## config.mk

```make
export PLATFORM = sky130hd
export DESIGN_NAME = spi_sram_responder
export DESIGN_NICKNAME = d
export VERILOG_FILES = /design/src/rtl/spi_resp_pkg.sv /design/src/rtl/spi_resp_sync.sv /design/src/rtl/spi_sram_responder.sv
export SDC_FILE = /design/constraint.sdc
export NUM_CORES = 1
export LEC_CHECK = 0
export ABC_AREA = 0
export CELL_PAD_IN_SITES_DETAIL_PLACEMENT = 1
export CELL_PAD_IN_SITES_GLOBAL_PLACEMENT = 2
export CORE_MARGIN = 4
export CORE_UTILIZATION = 52
export CTS_CLUSTER_SIZE = 14
export DETAILED_ROUTE_END_ITERATION = 8
export GPL_TIMING_DRIVEN = 0
export MAX_ROUTING_LAYER = met4
export PLACE_DENSITY_LB_ADDON = 0.25
export SETUP_SLACK_MARGIN = 0.15
export SLEW_MARGIN = 10
export SYNTH_ARGS = -nofsm -noshare
export SYNTH_HDL_FRONTEND = slang
export SYNTH_SLANG_ARGS = --single-unit
```

## constraint.sdc

```tcl
create_clock -name clk -period 6 [get_ports clk]
set_clock_uncertainty 0.1 [all_clocks]
set_input_delay 0.6 -clock clk [delete_from_list [all_inputs] [get_ports clk]]
set_output_delay 0.6 -clock clk [all_outputs]
set_load 0.1 [all_outputs]
```

## src/rtl/spi_resp_pkg.sv

```systemverilog
// -----------------------------------------------------------------------------
// spi_resp_pkg
// Shared definitions for the SPI serial-SRAM responder:
//   - 23LC-style command opcodes (READ, WRITE, WRMR, RDMR)
//   - mode-register field encodings and the mode register reset value
//   - the responder FSM state type
// -----------------------------------------------------------------------------
package spi_resp_pkg;

    localparam logic [7:0] CMD_READ  = 8'h03;
    localparam logic [7:0] CMD_WRITE = 8'h02;
    localparam logic [7:0] CMD_WRMR  = 8'h01;
    localparam logic [7:0] CMD_RDMR  = 8'h05;

    // Mode register bits [7:6]
    localparam logic [1:0] MODE_BYTE = 2'b00;
    localparam logic [1:0] MODE_SEQ  = 2'b01;

    // Sequential mode out of reset (0x40)
    localparam logic [7:0] MODE_RESET = {MODE_SEQ, 6'b00_0000};

    typedef enum logic [2:0] {
        ST_IDLE    = 3'd0,
        ST_CMD     = 3'd1,
        ST_ADDR_HI = 3'd2,
        ST_ADDR_LO = 3'd3,
        ST_DATA_WR = 3'd4,
        ST_DATA_RD = 3'd5,
        ST_IGNORE  = 3'd6
    } spi_resp_state_t;

endpackage

```

## src/rtl/spi_resp_sync.sv

```systemverilog
// -----------------------------------------------------------------------------
// spi_resp_sync
// Brings one asynchronous pin into the clk domain through a 2-FF synchronizer
// and produces registered single-cycle rise/fall pulses. Pin-to-pulse latency
// is 3 clk (2 sync stages + 1 detect stage).
// Ports:
//   clk, rst  : system clock, asynchronous active-high reset
//   pin       : asynchronous input pin
//   rise/fall : one-cycle pulses on a synchronized 0->1 / 1->0 transition
// The synchronizer resets to 0 so that a pin already low when reset drops
// (e.g. CS held low) does not produce a spurious falling edge.
// -----------------------------------------------------------------------------
module spi_resp_sync (
    input  logic clk,
    input  logic rst,
    input  logic pin,
    output logic rise,
    output logic fall
);

    // [0],[1]: synchronizer stages, [2]: previous synchronized value
    logic [2:0] sync_reg;
    logic       rise_reg;
    logic       fall_reg;

    always_ff @(posedge clk or posedge rst) begin
        if (rst) begin
            sync_reg <= 3'b000;
            rise_reg <= 1'b0;
            fall_reg <= 1'b0;
        end else begin
            sync_reg <= {sync_reg[1:0], pin};
            rise_reg <= sync_reg[1] & ~sync_reg[2];
            fall_reg <= ~sync_reg[1] & sync_reg[2];
        end
    end

    assign rise = rise_reg;
    assign fall = fall_reg;

endmodule

```

## src/rtl/spi_sram_responder.sv

```systemverilog
// -----------------------------------------------------------------------------
// spi_sram_responder
// SPI mode-0 responder emulating a 23LC-style serial SRAM. SPI pins are
// oversampled on clk. READ (0x03) / WRITE (0x02) take a 16-bit address whose
// low AW bits index an internal byte array; data streams with auto-increment
// and wrap at DEPTH-1 -> 0.
// Parameters:
//   DEPTH : bytes of storage (power of two, 2..65536)
//   AW    : index width, $clog2(DEPTH)
// Ports:
//   clk, rst           : system clock, asynchronous active-high reset
//   spi_cs, spi_sck    : chip select (active low) and SPI clock from master
//   spi_mosi           : master-to-responder data
//   spi_miso           : responder-to-master data (registered)
//   sel                : transaction active (synchronized view)
//   wr_strobe          : one-cycle pulse per committed write byte
//   wr_addr, wr_data   : index and value of the committed byte
// Optional feature: define SPI_RESP_MODE_REG_EN to add the 8-bit mode register
// with WRMR (0x01) / RDMR (0x05) and byte mode. Without it, 0x01/0x05 are
// ignored like any unknown command and operation is always sequential.
// -----------------------------------------------------------------------------
module spi_sram_responder
    import spi_resp_pkg::*;
#(
    parameter int DEPTH = 64,
    parameter int AW    = $clog2(DEPTH)
) (
    input  logic          clk,
    input  logic          rst,
    input  logic          spi_cs,
    input  logic          spi_sck,
    input  logic          spi_mosi,
    output logic          spi_miso,
    output logic          sel,
    output logic          wr_strobe,
    output logic [AW-1:0] wr_addr,
    output logic [7:0]    wr_data
);

    logic sck_rise, sck_fall, cs_rise, cs_fall;

    spi_resp_sync u_sync_cs (
        .clk  (clk),
        .rst  (rst),
        .pin  (spi_cs),
        .rise (cs_rise),
        .fall (cs_fall)
    );

    spi_resp_sync u_sync_sck (
        .clk  (clk),
        .rst  (rst),
        .pin  (spi_sck),
        .rise (sck_rise),
        .fall (sck_fall)
    );

    // MOSI only needs a level; it is stable for several clk around SCK rise.
    logic [1:0] mosi_sync_reg;
    always_ff @(posedge clk or posedge rst) begin
        if (rst) mosi_sync_reg <= 2'b00;
        else     mosi_sync_reg <= {mosi_sync_reg[0], spi_mosi};
    end

    spi_resp_state_t state_reg, state_next;
    logic [2:0]      bit_cnt_reg;
    logic [6:0]      shift_reg;     // seven bits received so far; the 8th is live MOSI
    logic            rd_cmd_reg;
    logic [7:0]      addr_hi_reg;
    logic [AW-1:0]   idx_reg;
    logic [7:0]      tx_reg;
    logic [7:0]      rd_data_reg;
    logic            fetch_reg;     // RAM read of idx_reg in flight this cycle
    logic            load_reg;      // rd_data_reg valid, move it to tx_reg
    logic            miso_reg;
    logic            sel_reg;
    logic            wr_strobe_reg;
    logic [AW-1:0]   wr_addr_reg;
    logic [7:0]      wr_data_reg;
    logic [7:0]      mem [DEPTH];

    logic [7:0]  byte_next;
    logic [15:0] addr_full;
    logic        boundary;
    logic        mem_we;

    logic        mode_op;     // current transaction targets the mode register
    logic        byte_mode;
    logic [7:0]  mode_value;

    // A byte completes on the 8th synchronized rise; a coincident CS rise wins.
    assign byte_next = {shift_reg, mosi_sync_reg[1]};
    assign addr_full = {addr_hi_reg, byte_next};
    assign boundary  = sck_rise && !cs_rise && (bit_cnt_reg == 3'd7) && (state_reg != ST_IDLE);
    assign mem_we    = boundary && (state_reg == ST_DATA_WR) && !mode_op;

`ifdef SPI_RESP_MODE_REG_EN
    logic [7:0] mode_reg;
    logic       mode_op_reg;

    always_ff @(posedge clk or posedge rst) begin
        if (rst) begin
            mode_reg    <= MODE_RESET;
            mode_op_reg <= 1'b0;
        end else begin
            if (state_reg == ST_IDLE && cs_fall)
                mode_op_reg <= 1'b0;
            else if (boundary && state_reg == ST_CMD)
                mode_op_reg <= (byte_next == CMD_WRMR) || (byte_next == CMD_RDMR);
            if (boundary && state_reg == ST_DATA_WR && mode_op_reg)
                mode_reg <= byte_next;
        end
    end

    assign mode_op    = mode_op_reg;
    assign byte_mode  = (mode_reg[7:6] == MODE_BYTE);
    assign mode_value = mode_reg;
`else
    assign mode_op    = 1'b0;
    assign byte_mode  = 1'b0;
    assign mode_value = 8'h00;
`endif

    always_comb begin
        state_next = state_reg;
        if (state_reg == ST_IDLE) begin
            if (cs_fall) state_next = ST_CMD;
        end else if (cs_rise) begin
            state_next = ST_IDLE;
        end else if (boundary) begin
            case (state_reg)
                ST_CMD: begin
                    if (byte_next == CMD_READ || byte_next == CMD_WRITE)
                        state_next = ST_ADDR_HI;
`ifdef SPI_RESP_MODE_REG_EN
                    else if (byte_next == CMD_WRMR)
                        state_next = ST_DATA_WR;
                    else if (byte_next == CMD_RDMR)
                        state_next = ST_DATA_RD;
`endif
                    else
                        state_next = ST_IGNORE;
                end
                ST_ADDR_HI: state_next = ST_ADDR_LO;
                ST_ADDR_LO: state_next = rd_cmd_reg ? ST_DATA_RD : ST_DATA_WR;
                ST_DATA_WR: if (mode_op || byte_mode) state_next = ST_IGNORE;
                ST_DATA_RD: if (!mode_op && byte_mode) state_next = ST_IGNORE;
                default:    state_next = state_reg;
            endcase
        end
    end

    always_ff @(posedge clk or posedge rst) begin
        if (rst) begin
            state_reg     <= ST_IDLE;
            bit_cnt_reg   <= 3'd0;
            shift_reg     <= 7'd0;
            rd_cmd_reg    <= 1'b0;
            addr_hi_reg   <= 8'h00;
            idx_reg       <= '0;
            tx_reg        <= 8'h00;
            fetch_reg     <= 1'b0;
            load_reg      <= 1'b0;
            miso_reg      <= 1'b0;
            sel_reg       <= 1'b0;
            wr_strobe_reg <= 1'b0;
            wr_addr_reg   <= '0;
            wr_data_reg   <= 8'h00;
        end else begin
            state_reg     <= state_next;
            sel_reg       <= (state_next != ST_IDLE);
            wr_strobe_reg <= 1'b0;
            fetch_reg     <= 1'b0;
            load_reg      <= 1'b0;

            if (state_reg == ST_IDLE) begin
                if (cs_fall) begin
                    bit_cnt_reg <= 3'd0;
                    shift_reg   <= 7'd0;
                end
            end else if (sck_rise && !cs_rise) begin
                bit_cnt_reg <= bit_cnt_reg + 3'd1;
                shift_reg   <= byte_next[6:0];
            end

            if (boundary) begin
                case (state_reg)
                    ST_CMD: begin
                        rd_cmd_reg <= (byte_next == CMD_READ);
                        // Only RDMR enters DATA_RD straight from CMD.
                        if (state_next == ST_DATA_RD) tx_reg <= mode_value;
                    end
                    ST_ADDR_HI: addr_hi_reg <= byte_next;
                    ST_ADDR_LO: begin
                        idx_reg   <= AW'(addr_full);
                        fetch_reg <= rd_cmd_reg;
                    end
                    ST_DATA_WR: begin
                        if (!mode_op) begin
                            wr_strobe_reg <= 1'b1;
                            wr_addr_reg   <= idx_reg;
                            wr_data_reg   <= byte_next;
                            idx_reg       <= idx_reg + AW'(1);
                        end
                    end
                    ST_DATA_RD: begin
                        if (mode_op) tx_reg    <= mode_value;
                        else         fetch_reg <= 1'b1;
                    end
                    default: ;
                endcase
            end

            // Registered RAM read: idx_reg is presented during the fetch cycle,
            // data lands in tx_reg one cycle later, well before the next SCK fall.
            if (fetch_reg) begin
                idx_reg  <= idx_reg + AW'(1);
                load_reg <= 1'b1;
            end
            if (load_reg) tx_reg <= rd_data_reg;

            if (state_next != ST_DATA_RD) begin
                miso_reg <= 1'b0;
            end else if (state_reg == ST_DATA_RD && sck_fall) begin
                miso_reg <= tx_reg[7];
                tx_reg   <= {tx_reg[6:0], 1'b0};
            end
        end
    end

    // Storage is not reset; contents survive rst.
    always_ff @(posedge clk) begin
        if (mem_we) mem[idx_reg] <= byte_next;
        rd_data_reg <= mem[idx_reg];
    end

    assign spi_miso  = miso_reg;
    assign sel       = sel_reg;
    assign wr_strobe = wr_strobe_reg;
    assign wr_addr   = wr_addr_reg;
    assign wr_data   = wr_data_reg;

endmodule

```

# Word-level counts from Yosys, hierarchy flattened
# Memories as Yosys holds them, arrays and structs flattened. A register that Yosys moved wholly into a read port is not among the register bits.
# Cells that the tools add are included.
totals:
  ff_bits: 59
  input_bits: 5
  mem_count: 1
  elab_cells: 91
  mem_bits_rw: 512
mem_list:
  columns: ["name", "depth", "word_bits", "read_ports", "rd_ports_with_merged_regs", "wr", "line", "source"]
  rows:
  - ["mem", 64, 8, 1, 1, 1, "spi_sram_responder.sv:80", "logic [7:0] mem [DEPTH];"]
classes:
  reduce_logical: 18
  n_bitwise: 8
  addsub: 2
  mux: 31
  n_eq_ne: 11
ops:
  columns: ["op", "n"]
  rows:
  - ["two-way mux 8 bit", 6]
  - ["two-way mux 3 bit", 8]
  - ["two-way mux 7 bit", 3]
  - ["equality test 8 x 2 -> 1 bit (second input constant)", 2]
  - ["equality test 3 bit (second input constant)", 4]
  - ["two-way mux 6 bit", 2]
  - ["one-hot mux 6 bit (2 select lines)", 1]
  - ["two-way mux 1 bit", 9]
  - ["one-hot mux 3 bit (3 select lines)", 1]
  - ["nonzero test 3 bit", 3]
  - ["AND reduction 2 bit", 4]
  - ["adder 6 x 1 -> 6 bit (second input constant)", 1]
  - ["equality test 3 x 2 -> 1 bit (second input constant)", 2]
  - ["nonzero test 2 bit", 3]
  - ["logical AND 1 bit", 5]
  - ["bitwise AND 1 bit", 4]
  - ["NOT 1 bit", 4]
  - ["adder 3 x 1 -> 3 bit (second input constant)", 1]
  - ["equality test 3 x 1 -> 1 bit (second input constant)", 1]
  - ["logical NOT 3 bit", 1]
  - ["!= test 3 bit (second input constant)", 1]
  - ["!= test 2 x 1 -> 1 bit (second input constant)", 1]
  - ["one-hot mux 1 bit (2 select lines)", 1]
  - ["logical NOT 1 bit", 1]
  - ["logical OR 1 bit", 1]

# Logic depth before layout (Yosys ltp)
# Gate-level depths: netlist of the first run.
logic_depth:
  depth_word: 14
  mapped_depth: 9
  ltp_nobuf: 7

# By module
# From an unflattened synthesis of the first run, not the netlist that was laid out.
unflattened:
  hier_cells: 1327
  hier_area_um2: 22582.9
by_module_without_submodules:
  columns: ["mod", "instances", "cells_per_inst", "area_each_um2", "seq_area_each_um2"]
  rows:
  - ["spi_sram_responder", 1, 1311, 22295.1, 16761.1]
  - ["spi_resp_sync", 2, 8, 143.9, 125.1]

# Least setup slack after synthesis of the first run
# Ideal clock, no wire load.
synth_path:
  kind: "reg-to-reg"
  from: "reg idx_reg[2]"
  to: "mem mem[9][0], enable pin"
  setup_ps: 395
  synth_period_minus_slack_ps: 2657
  n_path_buf: 5
  slack_ps: 3343
  required_time_ps: 5505
  stages_incl_launch_ff: 7
  t_arrival_ps: 2162
  path_cell_list: "dfrtp_1 -> buf_6 -> buf_4 -> buf_2 -> buf_4 -> buf_2 -> nor4_1"
synth_rtl:
  columns: ["element", "line", "source"]
  rows:
  - ["start, declared", "spi_sram_responder.sv:70", "logic [AW-1:0] idx_reg;"]
  - ["start signal, assigned", "spi_sram_responder.sv:195", "idx_reg <= AW'(addr_full);"]
  - ["start signal, assigned", "spi_sram_responder.sv:203", "idx_reg <= idx_reg + AW'(1);"]
  - ["start signal, assigned", "spi_sram_responder.sv:217", "idx_reg <= idx_reg + AW'(1);"]
  - ["end, declared", "spi_sram_responder.sv:80", null]
# Straight into the memory's write port.

# Worst setup path after layout of the first run
layout_path:
  from: "reg idx_reg[0]"
  to: "mem mem[11][1], enable pin"
# Straight into the memory's write port.

==> impl_results.md, run 1 <==
* CTS root buffer: clkbuf_16
* Initial Util at 52.7%
* Switching share of total power at 20.0%
* Largest register FFs at 512
* Synth area leaders: edfxtp_1 68%, dfrtp_1 6.5%, mux4_2 4.7%
* DRC violation count after routing at 0
* Main synth FF type: edfxtp_1
* Initial antenna violation count at 4
* Vias in the first global route at between 10,000 and 15,000
* Most common cell after layout, fill and taps aside: edfxtp_1
* Most flop-heavy register: mem
* CP Launch Type: flop
* Lkg Pwr at between 8 and 9 nW
* Sequential cell area fraction in the yosys report at 75.0%
* Via count at 13,700
* Number of max-cap violations at 0
* Hold crit path type: flop to flop
* Antenna Violating Nets Remaining at 0
* Min cycle time layout at 5110 ps
* DR vias/cell at between 6 and 7
* # IOs at 22
* # rows at 76
* Core Area at 43,100 um2
* Total Routed Length at 75.4 mm
* GRT overflow at 0
* Nets at 1,412
* Sequential group share of total power at between 50 and 60%
* Syn Area/Cell at around 17 um2
* Fmax at ~200 MHz
* First-pass GRT wire length at 106 mm
* Hold_buf cts at 0
* Status: complete, no violations
* Async SR Flop Fraction at 10.2%
* Pwr/cell area at around 320 nW/um2
* Sw Pwr at 0.00164 W
* CTS max path bufs at 3
* Non-Filler Instances at 2,039
* Part of the cycle the worst path needs at between 80% and 90%
* Internal power at 0.00655 W
* Commonest non-fill, non-tap cells in the layout: 512 x edfxtp_1, 85 x nor2_1, 79 x mux2i_1
* Unrepaired setup endpoints after global routing: no
* Post-Syn Instances at 1,314
* Synth unique cells at between 60 and 70
* Area Overhead vs Synth at 13.4%
* Post-CTS Setup Bufs at 0
* Worst-Skew Late Latency at 630 ps
* Slew HR at 14.8%
* Hold Fails Final Rpt at 0
* Fill cells at about 3,800
* Die area at 47,000 um2
* Post-synthesis instance area at 22,700 um2
* CP endpoint kind: flop
* Final Setup Violations at 0
* H-tree levels at 2
* Worst VDD drop at between 200 and 300 uV
* Worst Path Arrival at roughly 5300 ps
* Worst EP required at 6140 ps
* Count of buffers from port buffering at 21
* Worst Setup Path Type: flop to flop
* Clk slew on worst S/H paths at roughly 60 ps
* Tot GR Track Use at roughly a third
* Clk sinks at 579
* Post-Route Setup TNS at 0 ps
* Combinational power share at 1.3%
* Iteration-0 DRC Markers at 2,215
* DP Cell Count at 1,930
* Hpwl dp at 48.4 mm
* CTS tree: built
* Layout cells sized above 1 at 17.6%
* Syn Nets at 1,322
* DIE WIDTH at ~220 um
* Synth warn at 0
* Num CTS Buffers at 57
* Slew Limit Fails at 0
* Post_cts resized at 0
* First-pass detailed-route iteration total at 6
* Die Y-Extent at between 200 and 250 um
* Largest net degree at the start of global routing at 49
* PnR worst setup slack at about 890 ps
* Seq cells post-synth at 579
* Share of the synthesized area in the top cell type at 67.8%
* Placer Congestion at 1.03
* Number of flops mapped to enable cells by yosys at 512
* Placement Setup Slack at ~1300 ps
* Clk pwr share at between 40% and 50%
* Slew @ Worst Pin at 1280 ps
* Wire length per cell at 37.0 um
* Worst-path maximum fanout at 10
* Synth area leader: edfxtp_1
-- power by group through the flow --
stage | clock network [W] | logic (W) | registers, W
floorplan | 0 | 0.0000285 | 0.00454
global placement | 0 | 0.0000498 | 0.00457
detailed placement | 0 | 0.000106 | 0.00453
CTS | 0.00366 | 0.000107 | 0.00445
global route | 0.00385 | 0.000115 | 0.00445
finish | 0.00363 | 0.000107 | 0.00445
-- synthesized netlist by cell type, types with 6 or more instances --
| cell | count |
|---|---|
| edfxtp_1 | 512 |
| nor2_1 | 85 |
| mux2i_1 | 79 |
| nand2_1 | 75 |
| dfrtp_1 | 59 |
| a221oi_1 | 48 |
| mux4_2 | 47 |
| mux2_2 | 40 |
| a22oi_1 | 39 |
| o21ai_0 | 35 |
| buf_2 | 32 |
| clkbuf_1 | 24 |
| nand3_1 | 21 |
| a21oi_1 | 20 |
| o22ai_1 | 17 |
| a22o_1 | 12 |
| nor2b_1 | 10 |
| buf_4 | 9 |
| buf_6 | 9 |
| dfxtp_1 | 8 |
| o22a_1 | 8 |
| a221o_1 | 7 |
| inv_1 | 7 |
| and2_1 | 6 |
| and3_1 | 6 |
| buf_1 | 6 |
| nand3b_1 | 6 |
| nand4_1 | 6 |
| nor3b_1 | 6 |
| o2bb2ai_1 | 6 |
-- worst max-delay path: stages, from the launching register on --
cell      delay, ps
dfrtp_1         340
buf_2           240
and2_0          150
clkbuf_1        580
buf_2           540
buf_1           870
nand2_1         830
nor2_1         1020
-- cell families (layout without fill, tap and decap cells) --
| kind of cell | count (synthesis) | after routing | synth area share [%] |
|---|---|---|---|
| flops | 579 | 579 | 75.0 |
| other cells | 0 | 4 | 0 |
| fa+ha+maj | 3 | 3 | 0.165 |
| mux | 168 | 168 | 10.2 |
| compound gates | 222 | 222 | 7.26 |
| buf+inv | 90 | 226 | 2.12 |
| simple gates | 252 | 252 | 5.27 |
-- per-stage QoR --
step / utilization (%) / area, um2 / hold slack (ps) / total power (W)
5_1_grt: 59.8 / 25700 / 258 / 0.00842
3_5_place_dp: 55.4 / 23800 / 240 / 0.00464
6_report: 59.8 / 25700 / 250 / 0.00819
4_1_cts: 59.7 / 25700 / 253 / 0.00821
2_1_floorplan: - / 22700 / 231 / 0.00457
3_3_place_gp: 54.9 / 23600 / 234 / 0.00462
-- routing by layer --
| metal | up-vias | GRT usage, % | wire [um] | part of all wire [%] |
|---|---|---|---|---|
| li1 | 5439 | - | - | - |
| met4 | 0 | 12.7 | 3470 | 4.6 |
| met3 | 197 | 8.68 | 8370 | 11 |
| met1 | 7199 | 45.1 | 29300 | 39 |
| met2 | 884 | 49.4 | 34300 | 46 |
| met5 | - | - | 0 | 0 |
-- cell type report --
class                      instances  area (um2)  area share, %
multi-input combinational        645        5210           20.2
inverter                           9        33.8          0.131
buffer                            81         447           1.74
timing repair buffer              31         398           1.55
clock buffer                      74        1590           6.16
tap                              585         732           2.84
antenna                            4        10.0         0.0389
sequential                       579       17000           66.1
clock inverter                    31         302           1.17
-- final timing paths --
kind                                             start                      to  slack (ps)  cells past startpoint
worst max-delay path                        idx_reg[0]              mem[11][1]         890                      7
worst max register to register              idx_reg[0]              mem[11][1]         890                      7
worst min register to register  u_sync_sck.sync_reg[0]  u_sync_sck.sync_reg[1]         250                      0
max in group asynchronous                          rst            shift_reg[0]        4910                      3
min in group asynchronous                          rst            state_reg[2]         290                      2
worst min-delay path            u_sync_sck.sync_reg[0]  u_sync_sck.sync_reg[1]         250                      0
Power figures use the tool's default switching activity.
==> inputs of run 2 (changes only) <==
Settings changed: ABC_AREA 0 to unset.
==> results of run 2 <==
Final layout, timing and power as in run 1 (identical DEF).
